==> src/rtl/regfile_access_master.sv <==
// regfile_access_master
//   Initiator-side controller for the register file access port. Takes one
//   read/write command at a time on a valid/ready channel, issues exactly one
//   register file access (WrEn or RdEn pulse), and returns one response per
//   command on a valid/ready channel.
//
//   Optional feature macro: RFAM_ADDR_CHECK_EN
//     defined   : commands with cmd_addr >= NUM_REGS are not issued; they get
//                 an immediate response with rsp_err=1 and rsp_rdata=0.
//     undefined : every command is issued; rsp_err is tied to 0.
//
// Ports
//   clk, rst            clock (rising edge), asynchronous active-low reset
//   cmd_valid/ready     command handshake
//   cmd_wr/addr/wdata   command type (1=write), target register, write data
//   rsp_valid/ready     response handshake
//   rsp_wr/rdata/err    echoed type, read data (0 for writes), address error
//   busy                high whenever the FSM is not IDLE
//   WrEn/RdEn/Address/WrData  register file access port (registered)
//   RdData              register file read data, valid RD_LATENCY cycles
//                       after the RdEn cycle
module regfile_access_master #(
    parameter int ADDR_WIDTH = 4,
    parameter int DATA_WIDTH = 8,
    parameter int NUM_REGS   = 16,
    parameter int RD_LATENCY = 1
) (
    input  logic                  clk,
    input  logic                  rst,
    input  logic                  cmd_valid,
    output logic                  cmd_ready,
    input  logic                  cmd_wr,
    input  logic [ADDR_WIDTH-1:0] cmd_addr,
    input  logic [DATA_WIDTH-1:0] cmd_wdata,
    output logic                  rsp_valid,
    input  logic                  rsp_ready,
    output logic                  rsp_wr,
    output logic [DATA_WIDTH-1:0] rsp_rdata,
    output logic                  rsp_err,
    output logic                  busy,
    output logic                  WrEn,
    output logic                  RdEn,
    output logic [ADDR_WIDTH-1:0] Address,
    output logic [DATA_WIDTH-1:0] WrData,
    input  logic [DATA_WIDTH-1:0] RdData
);

    typedef enum logic [1:0] {IDLE, ISSUE, WAIT_RD, RESP} state_t;

    // WAIT_RD lasts RD_LATENCY cycles; the counter runs 0..RD_LATENCY-1 (max 3).
    localparam logic [1:0] LAT_LAST = 2'(RD_LATENCY - 1);

    state_t                state_q, state_d;
    logic                  wr_en_q, wr_en_d;
    logic                  rd_en_q, rd_en_d;
    logic [ADDR_WIDTH-1:0] addr_q, addr_d;
    logic [DATA_WIDTH-1:0] wdata_q, wdata_d;
    logic                  rsp_valid_q, rsp_valid_d;
    logic                  rsp_wr_q, rsp_wr_d;
    logic [DATA_WIDTH-1:0] rsp_rdata_q, rsp_rdata_d;
    logic [1:0]            lat_cnt_q, lat_cnt_d;
`ifdef RFAM_ADDR_CHECK_EN
    logic                  rsp_err_q, rsp_err_d;
    logic                  addr_bad;

    assign addr_bad = int'(cmd_addr) >= NUM_REGS;
    assign rsp_err  = rsp_err_q;
`else
    assign rsp_err  = 1'b0;
`endif

    assign cmd_ready = (state_q == IDLE);
    assign busy      = (state_q != IDLE);
    assign WrEn      = wr_en_q;
    assign RdEn      = rd_en_q;
    assign Address   = addr_q;
    assign WrData    = wdata_q;
    assign rsp_valid = rsp_valid_q;
    assign rsp_wr    = rsp_wr_q;
    assign rsp_rdata = rsp_rdata_q;

    always_comb begin
        state_d     = state_q;
        wr_en_d     = 1'b0;      // enables are single-cycle pulses
        rd_en_d     = 1'b0;
        addr_d      = addr_q;
        wdata_d     = wdata_q;
        rsp_valid_d = rsp_valid_q;
        rsp_wr_d    = rsp_wr_q;
        rsp_rdata_d = rsp_rdata_q;
        lat_cnt_d   = lat_cnt_q;
`ifdef RFAM_ADDR_CHECK_EN
        rsp_err_d   = rsp_err_q;
`endif
        unique case (state_q)
            IDLE: begin
                if (cmd_valid) begin
                    addr_d  = cmd_addr;
                    wdata_d = cmd_wdata;
`ifdef RFAM_ADDR_CHECK_EN
                    if (addr_bad) begin
                        // Out-of-range: never touch the register file.
                        state_d     = RESP;
                        rsp_valid_d = 1'b1;
                        rsp_wr_d    = cmd_wr;
                        rsp_rdata_d = '0;
                        rsp_err_d   = 1'b1;
                    end else begin
                        wr_en_d   = cmd_wr;
                        rd_en_d   = ~cmd_wr;
                        rsp_err_d = 1'b0;
                        state_d   = ISSUE;
                    end
`else
                    wr_en_d = cmd_wr;
                    rd_en_d = ~cmd_wr;
                    state_d = ISSUE;
`endif
                end
            end
            ISSUE: begin
                // The enable registers still hold the command type here.
                if (wr_en_q) begin
                    state_d     = RESP;
                    rsp_valid_d = 1'b1;
                    rsp_wr_d    = 1'b1;
                    rsp_rdata_d = '0;
                end else begin
                    state_d   = WAIT_RD;
                    rsp_wr_d  = 1'b0;
                    lat_cnt_d = '0;
                end
            end
            WAIT_RD: begin
                if (lat_cnt_q == LAT_LAST) begin
                    rsp_rdata_d = RdData;
                    rsp_valid_d = 1'b1;
                    state_d     = RESP;
                end else begin
                    lat_cnt_d = lat_cnt_q + 2'd1;
                end
            end
            RESP: begin
                if (rsp_ready) begin
                    rsp_valid_d = 1'b0;
                    state_d     = IDLE;
                end
            end
            default: state_d = IDLE;
        endcase
    end

    always_ff @(posedge clk or negedge rst) begin
        if (!rst) begin
            state_q     <= IDLE;
            wr_en_q     <= 1'b0;
            rd_en_q     <= 1'b0;
            addr_q      <= '0;
            wdata_q     <= '0;
            rsp_valid_q <= 1'b0;
            rsp_wr_q    <= 1'b0;
            rsp_rdata_q <= '0;
            lat_cnt_q   <= '0;
`ifdef RFAM_ADDR_CHECK_EN
            rsp_err_q   <= 1'b0;
`endif
        end else begin
            state_q     <= state_d;
            wr_en_q     <= wr_en_d;
            rd_en_q     <= rd_en_d;
            addr_q      <= addr_d;
            wdata_q     <= wdata_d;
            rsp_valid_q <= rsp_valid_d;
            rsp_wr_q    <= rsp_wr_d;
            rsp_rdata_q <= rsp_rdata_d;
            lat_cnt_q   <= lat_cnt_d;
`ifdef RFAM_ADDR_CHECK_EN
            rsp_err_q   <= rsp_err_d;
`endif
        end
    end

endmodule

==> config.mk <==
export PLATFORM = sky130hd
export DESIGN_NAME = regfile_access_master
export DESIGN_NICKNAME = d
export VERILOG_FILES = /design/src/rtl/regfile_access_master.sv
export SDC_FILE = /design/constraint.sdc
export NUM_CORES = 1
export LEC_CHECK = 0
export ABC_AREA = 1
export ABC_CLOCK_PERIOD_IN_PS = 1200
export CORE_MARGIN = 2
export CORE_UTILIZATION = 40
export CTS_BUF_LIST = sky130_fd_sc_hd__clkbuf_8
export CTS_CLUSTER_DIAMETER = 80
export CTS_CLUSTER_SIZE = 8
export DETAILED_ROUTE_END_ITERATION = 10
export GPL_TIMING_DRIVEN = 0
export PLACE_DENSITY = 0.81
export SETUP_SLACK_MARGIN = 0.05
export SLEW_MARGIN = 30
export SYNTH_ARGS = -nofsm -noshare
export SYNTH_HDL_FRONTEND = slang
export SYNTH_SLANG_ARGS = --single-unit
==> constraint.sdc <==
create_clock -name clk -period 1.2 [get_ports clk]
set_input_delay 0.24 -clock clk [delete_from_list [all_inputs] [get_ports clk]]
set_output_delay 0.24 -clock clk [all_outputs]
set_load 0.01 [all_outputs]
==> run metrics <==
status finished with violations; violated checks negative setup slack; core area 0.00308 sq mm; global routing's busiest layer met2; WS Path Type register to primary output; Non-Filler Instances 272; relative slew slack 56.9%; Int Power 0.00357 W; total of warnings raised by yosys 0; clk slew on worst S/H paths 0.10 ns; Vias/cell 4.65; H-tree depth 1; Final WS setup -0.155 ns; Peak Freq 738 MHz; ant diodes 0; Synth Instances 151; final antenna-violating net count 0; Gate power share 60.6%; DRT Wirelength 3.55 mm; CP most frequent cell inv_4; die width 61.0 microns; Psw 0.00242 W; CP Capture Type primary output; # nets final 261; largest net degree at the start of global routing 29; Setup-failing EPs final 23; Cell Pwr Density 2680 mW/mm^2; CTS Buf Count 3; Hold Crit Class register to register; routed len/inst 13.1 microns; GR Util met2 34.3%; GRT Util Overall 18.7%; row count 20; layout cells sized above 1 45.6%; mean post-synth cell area 8.61 sq um; setup TNS -1.92 ns; post-DP HPWL 2.21 mm; Max-cap violations 0; sw frac 40.4%; met3 usage 5.67%; RSZ-0062 raised after global routing true; CTS root buffer clkbuf_8; critical path cell sequence inv_4 > ha_4 > inv_4 > buf_6; clock latency on the worst-skew pair 0.27 ns; Die Area 0.00372 sq mm; leak pwr 1.13 nW; antenna violations before repair 0; clk_skew 0.00380 ns; Slowest-stage cell, CP dfrtp_2; Post-Syn Nets 183; Detailed Routing Iterations Pass 1 2; final hold vios 0; detailed-route via count 1265; GRT Residual Overflow 0; DRC viols 0; Fin Hold WS 0.486 ns; clk sink count 28; maximum vdd drop 1360 uV; proportion of synthesized chip area in sequential cells 53.9%; crit-path max cell delay 0.45 ns; Netlist cell types 17; I/O pin cnt 52; Placed Cells 245; Area Overhead vs Synth 72.0%; actual slew at the worst max-slew pin 0.647 ns; crit path max fanout 3; Starting Density 42.2%; GRT met1 Usage 21.4%; flops & latches, synth 28; number of global-route vias before repair 1232; Routability Congestion 0.736; CTS tree yes; first-pass GRT wire length 5.16 mm; Final Max Tran Viols 0; fin crit share 113%; number of port buffers 50; sequential share of power 27.0%; CP required 0.96 ns; critical path arrival 1.11 ns; die height 61.0 microns; critical path launch point type register; clock tree buffer depth 2; Synth Cell Area 0.00130 sq mm; clock network power share 12.4%; Tmin final 1.35 ns; DRT iter0 DRCs 64
==> through the flow <==
step	area [sq um]	util, %	power (W)	worst slack [ns]
after floorplan	1370	-	0.00324	0.0205
after global placement	1930	62.6	0.00429	-0.632
after detailed placement	1920	62.4	0.00441	-0.374
after CTS	2150	70.0	0.00546	-0.134
after global routing	2240	72.6	0.00644	-0.218
final	2240	72.6	0.00600	-0.155
==> worst paths after layout <==
| check | slack [ns] | depth (start not counted) | startpoint | endpoint |
|---|---|---|---|---|
| setup / recovery | -0.15 | 4 | state_q[0]$_DFFE_PN0P_ | busy |
| hold / removal | 0.49 | 2 | rsp_rdata[7]$_DFFE_PN0P_ | rsp_rdata[7]$_DFFE_PN0P_ |
| setup reg to reg | -0.14 | 8 | state_q[0]$_DFFE_PN0P_ | rsp_rdata[0]$_DFFE_PN0P_ |
| hold reg to reg | 0.49 | 2 | rsp_rdata[7]$_DFFE_PN0P_ | rsp_rdata[7]$_DFFE_PN0P_ |
| max in group asynchronous | 0.23 | 2 | rst | state_q[0]$_DFFE_PN0P_ |
| min in group asynchronous | 0.52 | 2 | rst | rsp_rdata[2]$_DFFE_PN0P_ |
==> what timing repair did <==
item,in CTS,in global routing
gates resized for setup,75,69
buffers inserted,13,8
setup endpoints to repair,51,52
gates cloned,1,1
hold endpoints to repair,28,0
hold buffers,1,0
pin swaps,6,25
==> final cells by class <==
type	count	area, sq um
sequential	28	703
clock inverter	1	30.0
buffer	4	35.0
inverter	13	56.3
tap	44	55.1
multi-input combinational	106	723
fill	244	842
clock buffer	3	41.3
timing repair buffer	73	592
==> power by group through the flow <==
stage / clock, W / sequential [W] / combinational, W
finish: 0.000741 / 0.00162 / 0.00363
global route: 0.000800 / 0.00166 / 0.00397
CTS: 0.000762 / 0.00159 / 0.00311
detailed placement: 0 / 0.00168 / 0.00274
global placement: 0 / 0.00166 / 0.00263
floorplan: 0 / 0.00181 / 0.00143
==> critical path: cells and delay by family, from the launching register on <==
| family | cells | cell delay [ns] |
|---|---|---|
| adder cells (fa/ha/maj) | 1 | 0.17 |
| flip-flops | 1 | 0.45 |
| buffers and inverters | 3 | 0.23 |
==> cells in the mapped netlist, drive strengths merged <==
cell   count  area, sq um
o21a       1         7.51
buf        4         22.5
nor2       4         22.5
ha         7         87.6
dfrtp     28          701
conb       1         3.75
nand3     19          108
nand2     70          278
or2        1         6.26
o21ai      3         15.0
inv       13         48.8
==> state kept, by name (all words and copies together), names as in the netlist <==
name	cells
Address	4
RdEn	1
WrData	8
WrEn	1
lat_cnt_q	2
rsp_rdata	8
rsp_valid	1
rsp_wr	1
state_q	2
==> routing by layer <==
metal  wire length [microns]  vias up  share of wire [%]
met3                     241        2                6.8
met1                    1400      600                 39
li1                        -      621                  -
met4                      21        0               0.59
met5                       0        -                  0
met2                    1890       42                 53
==> cells by family (layout without fill, tap and decap cells) <==
logic type / count (synthesis) / after routing / synth area share (%)
other: 1 / 1 / 0.288
and+or+nand+nor: 94 / 94 / 31.9
buffers and inverters: 17 / 94 / 5.49
AOI/OAI and AO/OA: 4 / 4 / 1.73
adders and majority gates: 7 / 7 / 6.74
DFF: 28 / 28 / 53.9
==> cell usage in the layout, fill, tap and decap left out, drive strengths merged <==
cell	count
nand3	19
conb	1
nor2	4
dfrtp	28
o21ai	3
dlygate4sd3	1
clkdlybuf4s50	23
ha	7
clkdlybuf4s15	1
o21a	1
buf	36
nand2	70
clkbuf	19
or2	1
bufinv	1
inv	13
No activity file was read; power rests on OpenSTA's default activity.
